### src/rtl/gpio_pad_ctrl.sv
// gpio_pad_ctrl: core-side controller for one bank of tri-state GPIO pads.
// Registers the pad control lines, resynchronises the pad return through two
// flops, optionally debounces each pin and raises sticky rise/fall pending bits.
module gpio_pad_ctrl #(
  parameter int NUM_PINS     = 8,
  parameter int DB_CNT_WIDTH = 8
) (
  input  logic                    clk_i,
  input  logic                    rst_i,
  input  logic [NUM_PINS-1:0]     out_i,
  input  logic [NUM_PINS-1:0]     oen_i,
  input  logic [NUM_PINS-1:0]     ren_i,
  input  logic [NUM_PINS-1:0]     db_en_i,
  input  logic [DB_CNT_WIDTH-1:0] db_thresh_i,
  input  logic [NUM_PINS-1:0]     irq_rise_en_i,
  input  logic [NUM_PINS-1:0]     irq_fall_en_i,
  input  logic [NUM_PINS-1:0]     irq_clr_i,
  output logic [NUM_PINS-1:0]     pad_i_o,
  output logic [NUM_PINS-1:0]     pad_oen_o,
  output logic [NUM_PINS-1:0]     pad_ren_o,
  input  logic [NUM_PINS-1:0]     pad_c_i,
  output logic [NUM_PINS-1:0]     in_o,
  output logic [NUM_PINS-1:0]     irq_pend_o,
  output logic                    irq_o
);

  logic [NUM_PINS-1:0]     pad_i_q, pad_oen_q, pad_ren_q;
  logic [NUM_PINS-1:0]     pend_d_all;
  logic                    irq_q;
  logic [1:0]              warm_q;
  logic                    armed;
  logic [DB_CNT_WIDTH-1:0] t_m1;

  // A threshold of zero behaves like one: accept on the first differing cycle.
  assign t_m1 = (db_thresh_i == '0) ? '0 : db_thresh_i - DB_CNT_WIDTH'(1);

  // Edges are ignored for the first three edges after reset, while the
  // synchroniser fills with the real pad levels and the unfiltered value
  // settles; otherwise a pin held high through reset would look like a rise.
  assign armed = (warm_q == 2'd3);

  // Pad control registers, warm-up counter and the registered interrupt line.
  always_ff @(posedge clk_i) begin
    if (rst_i) begin
      pad_i_q   <= '0;
      pad_oen_q <= '0;
      pad_ren_q <= '1;
      warm_q    <= 2'd0;
      irq_q     <= 1'b0;
    end else begin
      pad_i_q   <= out_i;
      pad_oen_q <= oen_i;
      pad_ren_q <= ren_i;
      if (warm_q != 2'd3) warm_q <= warm_q + 2'd1;
      irq_q     <= |pend_d_all;
    end
  end

  assign pad_i_o   = pad_i_q;
  assign pad_oen_o = pad_oen_q;
  assign pad_ren_o = pad_ren_q;
  assign irq_o     = irq_q;

  for (genvar gi = 0; gi < NUM_PINS; gi++) begin : g_pin
    logic                    s1_q, s2_q;
    logic                    stable_q, stable_d;
    logic                    pend_q, pend_d;
    logic                    rise, fall;
    logic [DB_CNT_WIDTH-1:0] cnt_q, cnt_d;

    // Debounce decision and pending-bit update for this pin.
    always_comb begin
      stable_d = stable_q;
      cnt_d    = '0;
      if (!db_en_i[gi]) begin
        stable_d = s2_q;
      end else if (s2_q != stable_q) begin
        // >= rather than == so a threshold lowered mid-count takes effect at once.
        if (cnt_q >= t_m1) stable_d = s2_q;
        else               cnt_d    = cnt_q + DB_CNT_WIDTH'(1);
      end
      rise   = armed & ~stable_q &  stable_d;
      fall   = armed &  stable_q & ~stable_d;
      // Set is ORed in after the clear so a same-edge set wins.
      pend_d = (pend_q & ~irq_clr_i[gi])
             | (rise & irq_rise_en_i[gi])
             | (fall & irq_fall_en_i[gi]);
    end

    // Synchroniser, filtered value, debounce counter and pending flop.
    always_ff @(posedge clk_i) begin
      if (rst_i) begin
        s1_q     <= 1'b0;
        s2_q     <= 1'b0;
        stable_q <= 1'b0;
        cnt_q    <= '0;
        pend_q   <= 1'b0;
      end else begin
        s1_q     <= pad_c_i[gi];
        s2_q     <= s1_q;
        stable_q <= stable_d;
        cnt_q    <= cnt_d;
        pend_q   <= pend_d;
      end
    end

    assign in_o[gi]       = stable_q;
    assign irq_pend_o[gi] = pend_q;
    assign pend_d_all[gi] = pend_d;
  end

endmodule

### config.mk
export PLATFORM = sky130hd
export DESIGN_NAME = gpio_pad_ctrl
export DESIGN_NICKNAME = d
export VERILOG_FILES = /design/src/rtl/gpio_pad_ctrl.sv
export SDC_FILE = /design/constraint.sdc
export NUM_CORES = 1
export LEC_CHECK = 0
export ABC_AREA = 0
export CORE_MARGIN = 2
export CORE_UTILIZATION = 50
export DETAILED_ROUTE_END_ITERATION = 12
export PLACE_DENSITY_LB_ADDON = 0.25
export SETUP_SLACK_MARGIN = 0.15
export SYNTH_ARGS = -nofsm -noshare
export SYNTH_HDL_FRONTEND = slang
export SYNTH_SLANG_ARGS = --single-unit
### constraint.sdc
create_clock -name clk_i -period 4.9 [get_ports clk_i]
set_input_delay 1.225 -clock clk_i [delete_from_list [all_inputs] [get_ports clk_i]]
set_output_delay 1.225 -clock clk_i [all_outputs]
set_load 0.1 [all_outputs]
==> results.sh, run 1 <==
export IMPL_status="finished clean"
export IMPL_crit_required_ns=5.26
export IMPL_maxSlewViolCount=0
export IMPL_leakage_nw=3.31
export IMPL_path_class="input port to flop"
export IMPL_die_area_um2=13100
export IMPL_skew_ns=0.0133
export IMPL_clockBufferDepth=2
export IMPL_pwr_share_comb_pct=12.7
export IMPL_synth_edf_count=0
export IMPL_rows=40
export IMPL_final_hold_viol_count=0
export IMPL_cts_buffers=17
export IMPL_post_place_ws_ns=-0.0645
export IMPL_synth_top_area_cell="dfxtp_1"
export IMPL_switching_share_pct=24.1
export IMPL_routed_via_density=5.24
export IMPL_critPathLaunchType="input port"
export IMPL_pwr_density_cell_nw_per_um2=327
export IMPL_insertion_delay_ns=0.43
export IMPL_fin_util_pct=66.8
export IMPL_via_count=4851
export IMPL_wirelength_um=13800
export IMPL_grt_first_pass_wirelength_um=22500
export IMPL_placed_cells=895
export IMPL_min_path_type="flop to flop"
export IMPL_crit_path_top_delay_cell="or3_1"
export IMPL_antenna_found_initial=0
export IMPL_multi_input_area_um2=3350
export IMPL_ir_worst_vdd_uv=271
export IMPL_synth_nets=792
export IMPL_postCtsHoldBufs=0
export IMPL_grt_start_max_net_pins=38
export IMPL_cap_violations=0
export IMPL_synth_flop_cell="dfxtp_1"
export IMPL_netlist_top_cells_area="dfxtp_1 (40%), ha_1 (15%), nor2_1 (5.2%)"
export IMPL_synth_cells=644
export IMPL_h_tree_depth=4
export IMPL_synthDistinctLibCells=45
export IMPL_dp_hpwl_um=10200
export IMPL_cts_tree="built"
export IMPL_crit_top_cell="ha_1"
export IMPL_p_int_mw=1.99
export IMPL_fin_cells=926
export IMPL_clk_pin_slew_ns=0.05
export IMPL_ys_warn_count=0
export IMPL_regArea_um2=2460
export IMPL_rsz0062_at_grt="false"
export IMPL_drt_iter0_markers=222
export IMPL_gp_congestion=0.823
export IMPL_fill_cells=910
export IMPL_antennaDiodeCount=0
export IMPL_worstPathCellList="clkdlybuf4s50_1 > inv_1 > ha_1 > nand2_1 > or2_2 > or4_4 > and2_1 > ha_1 > nand2b_4 > a2111oi_4 > o21bai_1 > a41o_1 > or3_1 > nor2_1"
export IMPL_die_w_um=114
export IMPL_yosysSeqAreaShare_pct=40.4
export IMPL_finalNetCount=915
export IMPL_async_reset_ff_share_pct=0
export IMPL_fin_crit_sh_pct=91.7
export IMPL_post_route_drc_count=0
export IMPL_clock_sinks=123
export IMPL_dr_pass1_iters=4
export IMPL_seqPwrFrac_pct=39.7
export IMPL_syn_area_um2=6090
export IMPL_power_switching_uw=630
export IMPL_grt_pass1_vias=4963
export IMPL_ys_ff_latch=123
export IMPL_cp_end_kind="flop"
export IMPL_core_area_um2=12000
export IMPL_pwr_share_clk_pct=47.6
export IMPL_layout_common_cells="dfxtp_1 (123), clkdlybuf4s50_1 (113), nor2_1 (85), ha_1 (74), nor2b_1 (42)"
export IMPL_relSlewSlack_pct=30.8
export IMPL_ant_nets=0
export IMPL_period_minus_slack_ns=4.49
export IMPL_cts_root_buf="clkbuf_16"
export IMPL_syn_mean_instance_area_um2=9.46
export IMPL_cp_slowest_stage_delay_ns=0.51
export IMPL_crit_arrival_ns=4.86
export IMPL_fmax_mhz=223
export IMPL_tightest_slew_ns=1.04
export IMPL_start_util_pct=50.9
export IMPL_final_common_cell="dfxtp_1"
export IMPL_die_height_um=114
export IMPL_setup_viol_count_final=0
export IMPL_port_buffers=114
export IMPL_drive_gt1_share_pct=8.22
export IMPL_avgRoutedWirePerCell_um=14.9
export IMPL_syn2layout_area_growth_pct=31.2
export IMPL_grtUsageTotal_pct=22.1
export IMPL_yosysTopAreaCellShare_pct=40.4
export IMPL_grt_overflow_total=0
export IMPL_pin_count=115
export IMPL_worst_path_max_fanout=8
export IMPL_post_route_worst_setup_slack_ns=0.406
==> routing by layer <==
layer | track usage (%) | wire length [um] | up-vias
met2 | 36.1 | 6320 | 136
li1 | - | - | 2442
met5 | 0 | 0 | -
met4 | 9.43 | 255 | 0
met1 | 25.9 | 6200 | 2245
met3 | 8.68 | 1000 | 28
==> sequential cells by signal (all words and copies together) (netlist names) <==
| register | count |
|---|---|
| irq_o | 1 |
| g_pin.s2_q | 8 |
| g_pin.stable_q | 8 |
| pad_i_o | 8 |
| g_pin.s1_q | 8 |
| g_pin.cnt_q | 64 |
| pad_oen_o | 8 |
| pad_ren_o | 8 |
| warm_q | 2 |
| g_pin.pend_q | 8 |
==> synthesized netlist by cell type, types with 14 or more instances <==
cell type and instances:
nor2_1 85, buf_4 16, nand2_1 21, clkbuf_1 15
xnor2_1 23, xor2_1 36, dfxtp_1 123, o21ai_0 14
ha_1 74, nand3_1 38, nor2b_1 42, inv_1 26
==> worst paths after layout <==
kind | cells after the start | endpoint | start | slack, ns
setup / recovery | 14 | g_pin[1].cnt_q[3] | db_thresh_i[0] | 0.41
setup reg to reg | 8 | g_pin[1].cnt_q[3] | g_pin[1].cnt_q[0] | 2.48
hold reg to reg | 1 | g_pin[4].s2_q | g_pin[4].s1_q | 0.43
hold / removal | 1 | g_pin[4].s2_q | g_pin[4].s1_q | 0.43
==> through the flow <==
stage                     hold slack, ns  instance area (um2)  power, mW  TNS (ns)
after global routing               0.456                 7990       2.71         0
after floorplan                    0.414                 6090       1.26         0
after global placement             0.418                 7400       1.38         0
after detailed placement           0.420                 7400       1.39    -0.657
after CTS                          0.433                 7990       2.63         0
final                              0.432                 7990       2.62         0
==> layout make-up <==
cell class	count	area share, %
inverter	26	1.22
timing repair buffer	136	16.4
sequential	123	30.8
tap	147	2.30
clock buffer	24	5.90
clock inverter	7	1.44
multi-input combinational	463	41.9
==> power groups by stage <==
| stage | Sequential (mW) | Combinational (mW) | Clock [mW] |
|---|---|---|---|
| 6_report | 1.04 | 0.333 | 1.25 |
| 4_1_cts | 1.04 | 0.335 | 1.26 |
| 3_3_place_gp | 1.06 | 0.325 | 0 |
| 5_1_grt | 1.04 | 0.358 | 1.31 |
| 3_5_place_dp | 1.06 | 0.331 | 0 |
| 2_1_floorplan | 1.14 | 0.122 | 0 |
==> kinds of logic after synthesis <==
group	after synthesis	synth area share (%)
xor+xnor	59	8.48
flops	123	40.4
compound gates	72	8.56
buf+inv	58	4.68
mux	10	1.64
simple gates	248	21.0
fa+ha+maj	74	15.2
==> critical path, delay by kind of cell <==
| family | cells | cell delay (ns) |
|---|---|---|
| adder cells (fa/ha/maj) | 2 | 0.48 |
| buffers and inverters | 2 | 0.53 |
| AO/OA/AOI/OAI | 3 | 0.75 |
| AND/OR/NAND/NOR | 7 | 1.89 |
==> timing repair <==
action,in CTS,in global routing
resized for setup,0,2
endpoints found under the setup margin,0,3
setup buffers,0,0
Power figures use the tool's default switching activity.
==> run 2: changes to the inputs <==
--- a/config.mk
+++ b/config.mk
@@ -10,7 +10,8 @@
 export CORE_UTILIZATION = 50
 export DETAILED_ROUTE_END_ITERATION = 12
 export PLACE_DENSITY_LB_ADDON = 0.25
-export SETUP_SLACK_MARGIN = 0.15
+export RECOVER_POWER = 50
+export SETUP_SLACK_MARGIN = 0.4
 export SYNTH_ARGS = -nofsm -noshare
 export SYNTH_HDL_FRONTEND = slang
 export SYNTH_SLANG_ARGS = --single-unit
==> results.sh, run 2 (synthesis gave the netlist of run 1 again) <==
export IMPL_path_class="input port to flop"
export IMPL_die_area_um2=13100
export IMPL_violations="max-capacitance violations, max-slew violations"
export IMPL_post_route_drc_count=0
export IMPL_cts_tree="built"
export IMPL_crit_arrival_ns=4.61
export IMPL_r2r_end="irq_o"
export IMPL_h_tree_depth=4
export IMPL_final_common_cell="dfxtp_1"
export IMPL_grt_pass1_vias=4962
export IMPL_worst_path_max_fanout=6
export IMPL_clockBufferDepth=2
export IMPL_min_path_type="flop to flop"
export IMPL_cap_violations=1
export IMPL_status="finished with violations"
export IMPL_placed_cells=895
export IMPL_core_area_um2=12000
export IMPL_postCtsHoldBufs=0
export IMPL_insertion_delay_ns=0.42
export IMPL_ant_nets=0
export IMPL_fmax_mhz=228
export IMPL_via_count=4839
export IMPL_crit_required_ns=5.13
export IMPL_fill_cells=901
export IMPL_final_hold_viol_count=0
export IMPL_tightest_slew_ns=1.52
export IMPL_antennaDiodeCount=0
export IMPL_fin_cells=926
export IMPL_pin_count=115
export IMPL_dr_pass1_iters=4
export IMPL_dpl_cell_area_um2=7400
export IMPL_wirelength_um=13800
export IMPL_finish_instance_area_um2=8060
export IMPL_rsz0062_at_grt="true"
export IMPL_grt_overflow_total=0
export IMPL_post_cts_buffers=0
export IMPL_syn2layout_area_growth_pct=32.2
export IMPL_antenna_found_initial=0
export IMPL_grt_first_pass_wirelength_um=22500
export IMPL_leakage_nw=3.40
export IMPL_port_buffers=114
export IMPL_gp_congestion=0.823
export IMPL_reg2reg_depth=8
export IMPL_grtUsageTotal_pct=22.1
export IMPL_critPathLaunchType="input port"
export IMPL_setup_viol_count_final=0
export IMPL_finalNetCount=915
export IMPL_final_setup_tns_ns=0
export IMPL_avgRoutedWirePerCell_um=14.9
export IMPL_dp_hpwl_um=10200
export IMPL_layout_common_cells="dfxtp_1 (123), nor2_1 (85), ha_1 (74), clkdlybuf4s50_1 (73), nor2b_1 (42)"
export IMPL_largest_reg_flops=64
export IMPL_pwr_density_cell_nw_per_um2=325
export IMPL_drive_gt1_share_pct=9.63
export IMPL_ir_worst_vdd_uv=268
export IMPL_holdWs_ns=0.434
export IMPL_startpoint="db_thresh_i[0]"
export IMPL_die_height_um=114
export IMPL_reg2reg_slack_ns=2.56
export IMPL_grt_start_max_net_pins=38
export IMPL_skew_ns=0.00706
export IMPL_drt_iter0_markers=224
export IMPL_crit_end="irq_o"
export IMPL_cts_buffers=17
export IMPL_cts_root_buf="clkbuf_16"
export IMPL_routed_via_density=5.23
export IMPL_rows=40
export IMPL_period_minus_slack_ns=4.38
export IMPL_clock_sinks=123
export IMPL_clk_pin_slew_ns=0.06
export IMPL_die_w_um=114
export IMPL_start_util_pct=50.9
export IMPL_cp_end_kind="flop"
export IMPL_top_register="g_pin.cnt_q"
export IMPL_reg2reg_from="g_pin[1].cnt_q[0]"
export IMPL_fin_crit_sh_pct=89.3
export IMPL_maxSlewViolCount=38
export IMPL_relSlewSlack_pct=-1.13
==> run 2: cell types whose count changed in the layout (fill, tap and decap cells not counted), moves of 2 or more <==
cell / before / now
clkdlybuf4s50_1: 113 / 73
dlygate4sd3_1: 0 / 40
or3_1: 8 / 3
or3_4: 0 / 5
o21ai_0: 14 / 11
o21ai_1: 0 / 3
a211oi_1: 6 / 4
a211oi_2: 0 / 2
clkbuf_1: 5 / 7
==> run 2: repair_timing <==
item | CTS | global route
gates resized for setup | 3 | 17
hold endpoints to repair | 0 | 0
endpoints found under the setup margin | 15 | 66
pin swaps | 0 | 2
==> run 2: where the power goes <==
group	switching [mW]	leakage, nW	internal (mW)
clock network	0.423	0.280	0.821
logic	0.194	2.11	0.140
registers	0.0128	1.00	1.03
total	0.629	3.40	1.99
==> run 2: metrics by stage <==
step	setup slack, ns	utilization [%]	total power [mW]
3_5_place_dp	-0.0645	61.9	1.39
5_1_grt	0.366	67.4	2.71
2_1_floorplan	0.574	-	1.26
3_3_place_gp	0.0275	61.9	1.38
4_1_cts	0.411	66.9	2.64
6_report	0.523	67.4	2.62
==> run 2: worst min path at each step <==
stage	to	slack, ns	cells past startpoint	start
2_1_floorplan	g_pin[0].s2_q	0.41	1	g_pin[0].s1_q
5_1_grt	g_pin[3].s2_q	0.46	1	g_pin[3].s1_q
3_3_place_gp	g_pin[0].s2_q	0.42	1	g_pin[0].s1_q
3_5_place_dp	g_pin[4].s2_q	0.42	1	g_pin[4].s1_q
4_1_cts	g_pin[4].s2_q	0.43	1	g_pin[4].s1_q
6_report	g_pin[4].s2_q	0.43	1	g_pin[4].s1_q
==> run 2: cell type report <==
class / instances / area (um2) / area share [%]
clock inverter: 7 / 115 / 1.43
multi-input combinational: 463 / 3420 / 42.4
sequential: 123 / 2460 / 30.6
timing repair buffer: 136 / 1310 / 16.2
inverter: 26 / 97.6 / 1.21
clock buffer: 24 / 472 / 5.85
tap: 147 / 184 / 2.28
==> run 2: worst max-delay path, cell delays in order <==
cell and delay (ns):
clkdlybuf4s50_1 0.43, inv_1 0.11, ha_1 0.19, nand2_1 0.08, or2_2 0.29, or4_4 0.47
and2_4 0.21, ha_1 0.26, nand2b_4 0.15, a2111oi_4 0.33, o21bai_1 0.11, a41o_2 0.33
a2111oi_4 0.29, a41oi_1 0.14
==> run 2: routing by layer <==
metal	wire length (um)	GRT usage, %
met5	0	0
met4	252	9.43
met3	1030	8.68
met2	6420	36.1
met1	6070	25.9
